<file path="config.mk">
export PLATFORM = sky130hd
export DESIGN_NAME = rx_receiver
export DESIGN_NICKNAME = d
export VERILOG_FILES = /design/src/rtl/rx_receiver.sv
export SDC_FILE = /design/constraint.sdc
export NUM_CORES = 1
export LEC_CHECK = 0
export ABC_CLOCK_PERIOD_IN_PS = 2100
export CORE_AREA = 2 2 83 85
export DETAILED_ROUTE_END_ITERATION = 12
export DIE_AREA = 0 0 85 87
export PLACE_DENSITY = 0.42
export SLEW_MARGIN = 20
export SYNTH_ARGS = -nofsm -noshare
export SYNTH_HDL_FRONTEND = slang
export SYNTH_SLANG_ARGS = --single-unit
</file>
<file path="constraint.sdc">
create_clock -name i_clk -period 2.1 [get_ports i_clk]
set_clock_uncertainty 0.2 [all_clocks]
set_input_delay 0.315 -clock i_clk [delete_from_list [all_inputs] [get_ports i_clk]]
set_output_delay 0.315 -clock i_clk [all_outputs]
set_load 0.03 [all_outputs]
</file>
<file path="src/rtl/rx_receiver.sv">
// rtl/rx_receiver.sv - UART-style serial receiver (D_BITS data, SP_BITS stop)
// Optional macro RX_MAJORITY_VOTE_EN: 2-of-3 vote around every sample point.
module rx_receiver #(
  parameter int clk_speed = 100_000000,
  parameter int baudrate  = 921600,
  parameter int D_BITS    = 8,
  parameter int SP_BITS   = 1
) (
  input  logic              i_clk,
  input  logic              i_rst,
  input  logic              i_rx,
  output logic [D_BITS-1:0] o_data,
  output logic              o_rx_done,
  output logic              o_frame_err,
  output logic              o_busy
);

  localparam int CPB  = clk_speed / baudrate;
  localparam int HALF = CPB / 2;
  localparam int CW   = $clog2(CPB + 1);
  localparam int IW   = $clog2(D_BITS + 1);
  localparam logic [CW-1:0] HALF_M1 = CW'(HALF - 1);
  localparam logic [CW-1:0] CPB_M1  = CW'(CPB - 1);

  typedef enum logic [1:0] {IDLE, START, DATA, STOP} state_e;

  state_e            state_q, state_d;
  logic [CW-1:0]     cnt_q, cnt_d;
  logic [IW-1:0]     idx_q, idx_d;
  logic [D_BITS-1:0] shift_q, shift_d;
  logic [D_BITS-1:0] data_q, data_d;
  logic              rx_done_q, rx_done_d;
  logic              frame_err_q, frame_err_d;
  logic              armed_q, armed_d;
  logic              stop_ok_q, stop_ok_d;
  logic              rx_meta_q, rx_s_q;
  logic              sample;

  always_ff @(posedge i_clk or posedge i_rst) begin
    if (i_rst) begin
      rx_meta_q <= 1'b1;
      rx_s_q    <= 1'b1;
    end else begin
      rx_meta_q <= i_rx;
      rx_s_q    <= rx_meta_q;
    end
  end

`ifdef RX_MAJORITY_VOTE_EN
  // hist_q[0] is rx_s one cycle before the sample point, hist_q[1] two cycles before.
  logic [1:0] hist_q;

  always_ff @(posedge i_clk or posedge i_rst) begin
    if (i_rst) hist_q <= 2'b11;
    else       hist_q <= {hist_q[0], rx_s_q};
  end

  assign sample = (hist_q[1] & hist_q[0]) | (hist_q[1] & rx_s_q) | (hist_q[0] & rx_s_q);
`else
  assign sample = rx_s_q;
`endif

  always_comb begin
    state_d     = state_q;
    cnt_d       = cnt_q;
    idx_d       = idx_q;
    shift_d     = shift_q;
    data_d      = data_q;
    rx_done_d   = 1'b0;
    frame_err_d = 1'b0;
    armed_d     = armed_q;
    stop_ok_d   = stop_ok_q;
    case (state_q)
      IDLE: begin
        if (rx_s_q) begin
          armed_d = 1'b1;
        end else if (armed_q) begin
          state_d = START;
          cnt_d   = '0;
        end
      end
      START: begin
        if (cnt_q == HALF_M1) begin
          cnt_d = '0;
          if (!sample) begin
            state_d = DATA;
            idx_d   = '0;
          end else begin
            state_d = IDLE;
          end
        end else begin
          cnt_d = cnt_q + CW'(1);
        end
      end
      DATA: begin
        if (cnt_q == CPB_M1) begin
          cnt_d   = '0;
          // Right shift: after D_BITS samples the first (LSB) sits in bit 0.
          shift_d = {sample, shift_q[D_BITS-1:1]};
          if (idx_q == IW'(D_BITS - 1)) begin
            state_d   = STOP;
            idx_d     = '0;
            stop_ok_d = 1'b1;
          end else begin
            idx_d = idx_q + IW'(1);
          end
        end else begin
          cnt_d = cnt_q + CW'(1);
        end
      end
      STOP: begin
        if (cnt_q == CPB_M1) begin
          cnt_d = '0;
          if (idx_q == IW'(SP_BITS - 1)) begin
            state_d = IDLE;
            idx_d   = '0;
            armed_d = 1'b0;
            if (stop_ok_q && sample) begin
              data_d    = shift_q;
              rx_done_d = 1'b1;
            end else begin
              frame_err_d = 1'b1;
            end
          end else begin
            idx_d     = idx_q + IW'(1);
            stop_ok_d = stop_ok_q & sample;
          end
        end else begin
          cnt_d = cnt_q + CW'(1);
        end
      end
      default: state_d = IDLE;
    endcase
  end

  always_ff @(posedge i_clk or posedge i_rst) begin
    if (i_rst) begin
      state_q     <= IDLE;
      cnt_q       <= '0;
      idx_q       <= '0;
      shift_q     <= '0;
      data_q      <= '0;
      rx_done_q   <= 1'b0;
      frame_err_q <= 1'b0;
      armed_q     <= 1'b0;
      stop_ok_q   <= 1'b0;
    end else begin
      state_q     <= state_d;
      cnt_q       <= cnt_d;
      idx_q       <= idx_d;
      shift_q     <= shift_d;
      data_q      <= data_d;
      rx_done_q   <= rx_done_d;
      frame_err_q <= frame_err_d;
      armed_q     <= armed_d;
      stop_ok_q   <= stop_ok_d;
    end
  end

  assign o_data      = data_q;
  assign o_rx_done   = rx_done_q;
  assign o_frame_err = frame_err_q;
  assign o_busy      = (state_q != IDLE);

endmodule

</file>
==> flow_summary.json, run 1 <==
{
  "status": "finished clean",
  "cts_tree": "yes",
  "ys.warnings.count": 0,
  "dr.first_iter.drc_count": 28,
  "startpoint_type": "register",
  "max-cap-violations": 0,
  "die_y_um": 87,
  "core_area_um2": 6569,
  "drv_slew": 0,
  "row_count": 30,
  "cp.arrival_ns": 1.95,
  "criticalPathCategory": "register to register",
  "synth_cell_type_count": 40,
  "slew_headroom": 0.6951,
  "power_mw": 1.830,
  "first_global_vias": 1187,
  "setup_viol": 0,
  "power.density_nw_per_um2": 899.5,
  "start_util": 0.2480,
  "grtUsageTotal": 0.1006,
  "synthesis.area_um2": 1629,
  "dp_hpwl_mm": 2.385,
  "reg2reg_to": "o_data[3]",
  "ctsLongestPathBuffers": 2,
  "rsz0062_at_grt": "false",
  "ir_drop_mv": 0.4437,
  "synthFlopType": "dfrtp_1",
  "cts_max_level": 2,
  "first_pass_iters": 3,
  "clk_pin_slew_worst_paths_ns": 0.07,
  "r2r-start": "cnt_q[2]",
  "synth_area_per_cell_um2": 11.31,
  "final_core_util": 0.3097,
  "ys_ff_latch": 35,
  "die_area_um2": 7395,
  "ant_nets": 0,
  "cp.required_ns": 2.07,
  "area_delta_synth_final_pct": 24.88,
  "layout_commonest_cell": "dfrtp_1",
  "viasPerCell": 4.560,
  "period_minus_slack_ns": 1.983,
  "ctsHoldBuffers": 0,
  "drive_gt1_frac": 0.2235,
  "cp-startpoint": "cnt_q[2]",
  "synth_cells": 144,
  "cp_max_fo": 9,
  "synth_top_area_share": 0.5069,
  "fmax_mhz": 504.4,
  "dp_slack_ns": 0.1241,
  "place_congestion": 0.7928,
  "grt_max_degree": 36,
  "io_buffer_count": 13,
  "clockRootBuffer": "clkbuf_8",
  "setup.worst_path.end_class": "register",
  "post-cts-setup-buffer-count": 0,
  "r2r.worst_path.cells": 4,
  "num_vias": 1140,
  "synth_top_area_cell": "dfrtp_1",
  "cts_sinks": 35,
  "fillerInstances": 676,
  "nets": 176,
  "tns_ns": 0,
  "grt_overflow": 0,
  "grt_first_pass_wirelength_mm": 5.740,
  "die_x_um": 85,
  "diodes": 0,
  "whs_ns": 0.1668,
  "min_path_type": "register to register",
  "async_flop_share": 1.000,
  "cts_buffers": 5,
  "crit_path_end": "o_data[3]",
  "ios": 14,
  "regToRegSetupSlack_ns": 0.12,
  "finalHoldViolCount": 0,
  "finalCritPeriodShare": 0.9441,
  "antenna_found_initial": 0,
  "drc": 0,
  "synthesis.nets": 151,
  "yosys-top-cells-area": "dfrtp_1, mux2_2, dfstp_2",
  "wirelength_mm": 3.296,
  "final_cell_mix": "dfrtp_1, mux2_2, clkdlybuf4s50_1, inv_1, nand2_1",
  "seq_area_frac_synth": 0.5392,
  "wl_per_cell_um": 13.18,
  "cellLeakagePower_nw": 0.9383,
  "insertion_delay_ns": 0.28,
  "tightest_slew_ns": 0.4573,
  "synth_edf_count": 0,
  "setup_slack_ns": 0.1174
}
synth_stat cells (3+ instances only):
cell	number
nand2_1	11
nand3_1	5
a21oi_1	5
ha_1	4
nor3_1	4
a31oi_1	5
o21ai_0	6
dfrtp_1	33
nor2_1	7
and2_1	3
mux2_2	16
inv_1	11
routing by layer:
layer	global-route usage	vias up	routed length [um]
met4	0.04762	0	73
li1	-	560	-
met1	0.1230	556	1536
met5	0	-	0
met3	0.02938	7	106
met2	0.1634	17	1579
timing repair:
item                       in CTS  in global routing
gates resized for setup         1                  0
hold endpoints to repair        0                  0
setup endpoints to repair       1                  0
where the power goes:
part	switching, mW	internal, mW	total [mW]	leakage (nW)
sequential	0.0547	0.715	0.769	0.471
combinational	0.199	0.146	0.345	0.401
clock	0.241	0.475	0.716	0.0654
state kept, by name, summed over array words and instances, names as in the netlist, named ones only:
signal and cells:
o_data 8, stop_ok_q 1, armed_q 1, state_q 1, idx_q 4, o_frame_err 1
o_rx_done 1, cnt_q 7, rx_s_q 1, shift_q 8, rx_meta_q 1
how the worst min path moves through the flow:
stage,start,endpoint,slack (ns),cells after the start
2_1_floorplan,i_rx,rx_meta_q,0.12,0
3_3_place_gp,rx_meta_q,rx_s_q,0.15,0
3_5_place_dp,rx_meta_q,rx_s_q,0.16,0
4_1_cts,rx_meta_q,rx_s_q,0.17,0
5_1_grt,rx_meta_q,rx_s_q,0.17,0
6_report,rx_meta_q,rx_s_q,0.17,0
logic make-up after synthesis:
family / count (synthesis) / synth area share
simple gates: 45 / 0.1598
flops: 35 / 0.5392
mux: 16 / 0.1106
fa+ha+maj: 4 / 0.03072
compound gates: 27 / 0.1091
xor+xnor: 2 / 0.01075
buf+inv: 15 / 0.03994
final cells by class:
cell class | count | area (um^2) | share of cell area
repair buffers | 22 | 196.4 | 0.09656
flip-flops and latches | 35 | 878.3 | 0.4317
multi-input cells | 94 | 685.7 | 0.3370
clock inverters | 2 | 60.06 | 0.02952
well taps | 80 | 100.1 | 0.04920
inverters | 11 | 41.29 | 0.02030
clock buffers | 6 | 72.57 | 0.03567
critical path, cell delays in order (launching register included):
cell,delay [ns]
dfrtp_1,0.43
and4bb_1,0.33
and4_1,0.35
nand4_4,0.23
mux2_2,0.33
per-stage QoR:
| stage | instances | area [um^2] |
|---|---|---|
| final | 250 | 2034 |
| after global routing | 250 | 2034 |
| after CTS | 250 | 2034 |
| after detailed placement | 242 | 1903 |
| after global placement | 242 | 1903 |
| after floorplan | 144 | 1629 |
(Power assumes the default switching activity.)
==> inputs of run 2 (changes only) <==
--- a/config.mk
+++ b/config.mk
@@ -9,7 +9,8 @@
 export CORE_AREA = 2 2 83 85
 export DETAILED_ROUTE_END_ITERATION = 12
 export DIE_AREA = 0 0 85 87
-export PLACE_DENSITY = 0.42
+export DONT_BUFFER_PORTS = 1
+export PLACE_DENSITY = 0.39
 export SLEW_MARGIN = 20
 export SYNTH_ARGS = -nofsm -noshare
 export SYNTH_HDL_FRONTEND = slang
==> run 2 against run 1 <==
Final area fell by 6.9%. Sequential share of layout area rose by 3.2 points. Sequential power fell by 1%.
==> flow_summary.json, run 2 (synthesis gave the netlist of run 1 again) <==
{
  "slowest_delay_ns": 0.38,
  "diodes": 0,
  "dp_cells": 230,
  "layout_commonest_cell": "dfrtp_1",
  "ios": 14,
  "clk_pin_slew_worst_paths_ns": 0.08,
  "cts_max_level": 2,
  "switchingPower_mw": 0.5158,
  "cp_slowest_cell": "dfrtp_1",
  "wl_per_cell_um": 13.61,
  "insertion_delay_ns": 0.29,
  "num_vias": 1111,
  "max-cap-violations": 0,
  "r2r.worst_path.cells": 4,
  "first_global_vias": 1133,
  "ctsHoldBuffers": 2,
  "seq_power_share": 0.477,
  "cts_tree": "yes",
  "ctsLongestPathBuffers": 2,
  "power.density_nw_per_um2": 842.1,
  "ant_nets": 0,
  "p_int_mw": 1.078,
  "fillerInstances": 698,
  "slew_headroom": 0.7409,
  "clockRootBuffer": "clkbuf_8",
  "cp_cell_sequence": "and4bb_1 > and4_1 > nand4_4 > mux2_2",
  "post-cts-setup-buffer-count": 0,
  "die_x_um": 85,
  "place_congestion": 0.8101,
  "first_pass_iters": 4,
  "die_area_um2": 7395,
  "die_y_um": 87,
  "drv_slew": 0,
  "grt_overflow": 0,
  "wirelength_mm": 3.266,
  "viasPerCell": 4.629,
  "dr.first_iter.drc_count": 54,
  "pwr-share-comb": 0.208,
  "swShare": 0.3235,
  "cp.required_ns": 2.07,
  "start_util": 0.2480,
  "cp-startpoint": "cnt_q[2]",
  "worstHoldStart": "rx_meta_q",
  "finalHoldViolCount": 0,
  "setup_viol": 0,
  "core_area_um2": 6569,
  "drive_gt1_frac": 0.2500,
  "period_minus_slack_ns": 1.918,
  "finalCritPeriodShare": 0.9135,
  "p_clk_frac": 0.315,
  "grtUsageTotal": 0.09852,
  "grt_first_pass_wirelength_mm": 5.651,
  "tns_ns": 0,
  "startpoint_type": "register",
  "dp_hpwl_mm": 2.370,
  "tightest_slew_ns": 0.3856,
  "nets": 166,
  "cts_sinks": 35,
  "area_delta_synth_final_pct": 16.21,
  "cellLeakagePower_nw": 0.8809,
  "cp_max_fo": 9,
  "fmax_mhz": 521.3,
  "status": "finished clean",
  "layout.cells.non_filler": 240,
  "antenna_found_initial": 0,
  "hold-path-cell-count": 0,
  "rsz0062_at_grt": "false",
  "min_path_type": "register to register",
  "cts_buffers": 5,
  "criticalPathCategory": "register to register",
  "cts_resized": 0,
  "r2r-start": "cnt_q[2]",
  "final_cell_mix": "dfrtp_1, mux2_2, inv_1, nand2_1, buf_4",
  "setup.worst_path.end_class": "register",
  "io_buffer_count": 0,
  "ir_drop_mv": 0.4213,
  "drc": 0,
  "cp.arrival_ns": 1.89,
  "row_count": 30,
  "grt_max_degree": 21
}
run 2: worst paths after layout:
check / end / slack (ns)
hold reg to reg: rx_s_q / 0.16
hold / removal: rx_s_q / 0.16
min in group asynchronous: asynchronous set/reset pin / 0.29
max in group asynchronous: rx_s_q / 1.12
setup reg to reg: o_data[6] / 0.18
setup / recovery: o_data[6] / 0.18
run 2: routing by layer:
metal | share of wire | vias to the layer above | track usage | wire length, um
li1 | - | 544 | - | -
met5 | 0 | - | 0 | 0
met1 | 0.48 | 544 | 0.1233 | 1557
met3 | 0.034 | 5 | 0.02844 | 112
met2 | 0.47 | 18 | 0.1605 | 1550
met4 | 0.014 | 0 | 0.03896 | 45
run 2: cell type report:
cell class	count	area, um^2	share of cell area
timing repair buffer	12	95.09	0.05023
inverter	11	41.29	0.02181
sequential	35	878.3	0.4640
multi-input combinational	94	685.7	0.3622
clock inverter	3	23.77	0.01256
tap	80	100.1	0.05287
clock buffer	5	68.82	0.03635
run 2: power by group through the flow:
stage / clock network, mW / registers, mW / logic, mW
detailed placement: 0 / 0.774 / 0.334
floorplan: 0 / 0.760 / 0.230
global placement: 0 / 0.772 / 0.326
finish: 0.503 / 0.761 / 0.331
CTS: 0.532 / 0.760 / 0.339
global route: 0.557 / 0.768 / 0.375
run 2: worst max-delay path: cells and delay by family (launching register included):
family / cells / cell delay [ns]
and+or+nand+nor: 3 / 0.90
DFF: 1 / 0.38
muxes: 1 / 0.32
run 2: per-stage QoR:
step | hold slack [ns] | cell area (um^2) | util | setup slack (ns) | power (mW)
3_3_place_gp | 0.06131 | 1780 | 0.2710 | 0.1894 | 1.099
4_1_cts | 0.1592 | 1893 | 0.2882 | 0.1526 | 1.631
5_1_grt | 0.1711 | 1893 | 0.2882 | 0.04797 | 1.700
2_1_floorplan | 0.1195 | 1629 | - | 0.2740 | 0.9905
6_report | 0.1579 | 1893 | 0.2882 | 0.1816 | 1.594
3_5_place_dp | 0.05846 | 1780 | 0.2710 | 0.1775 | 1.108
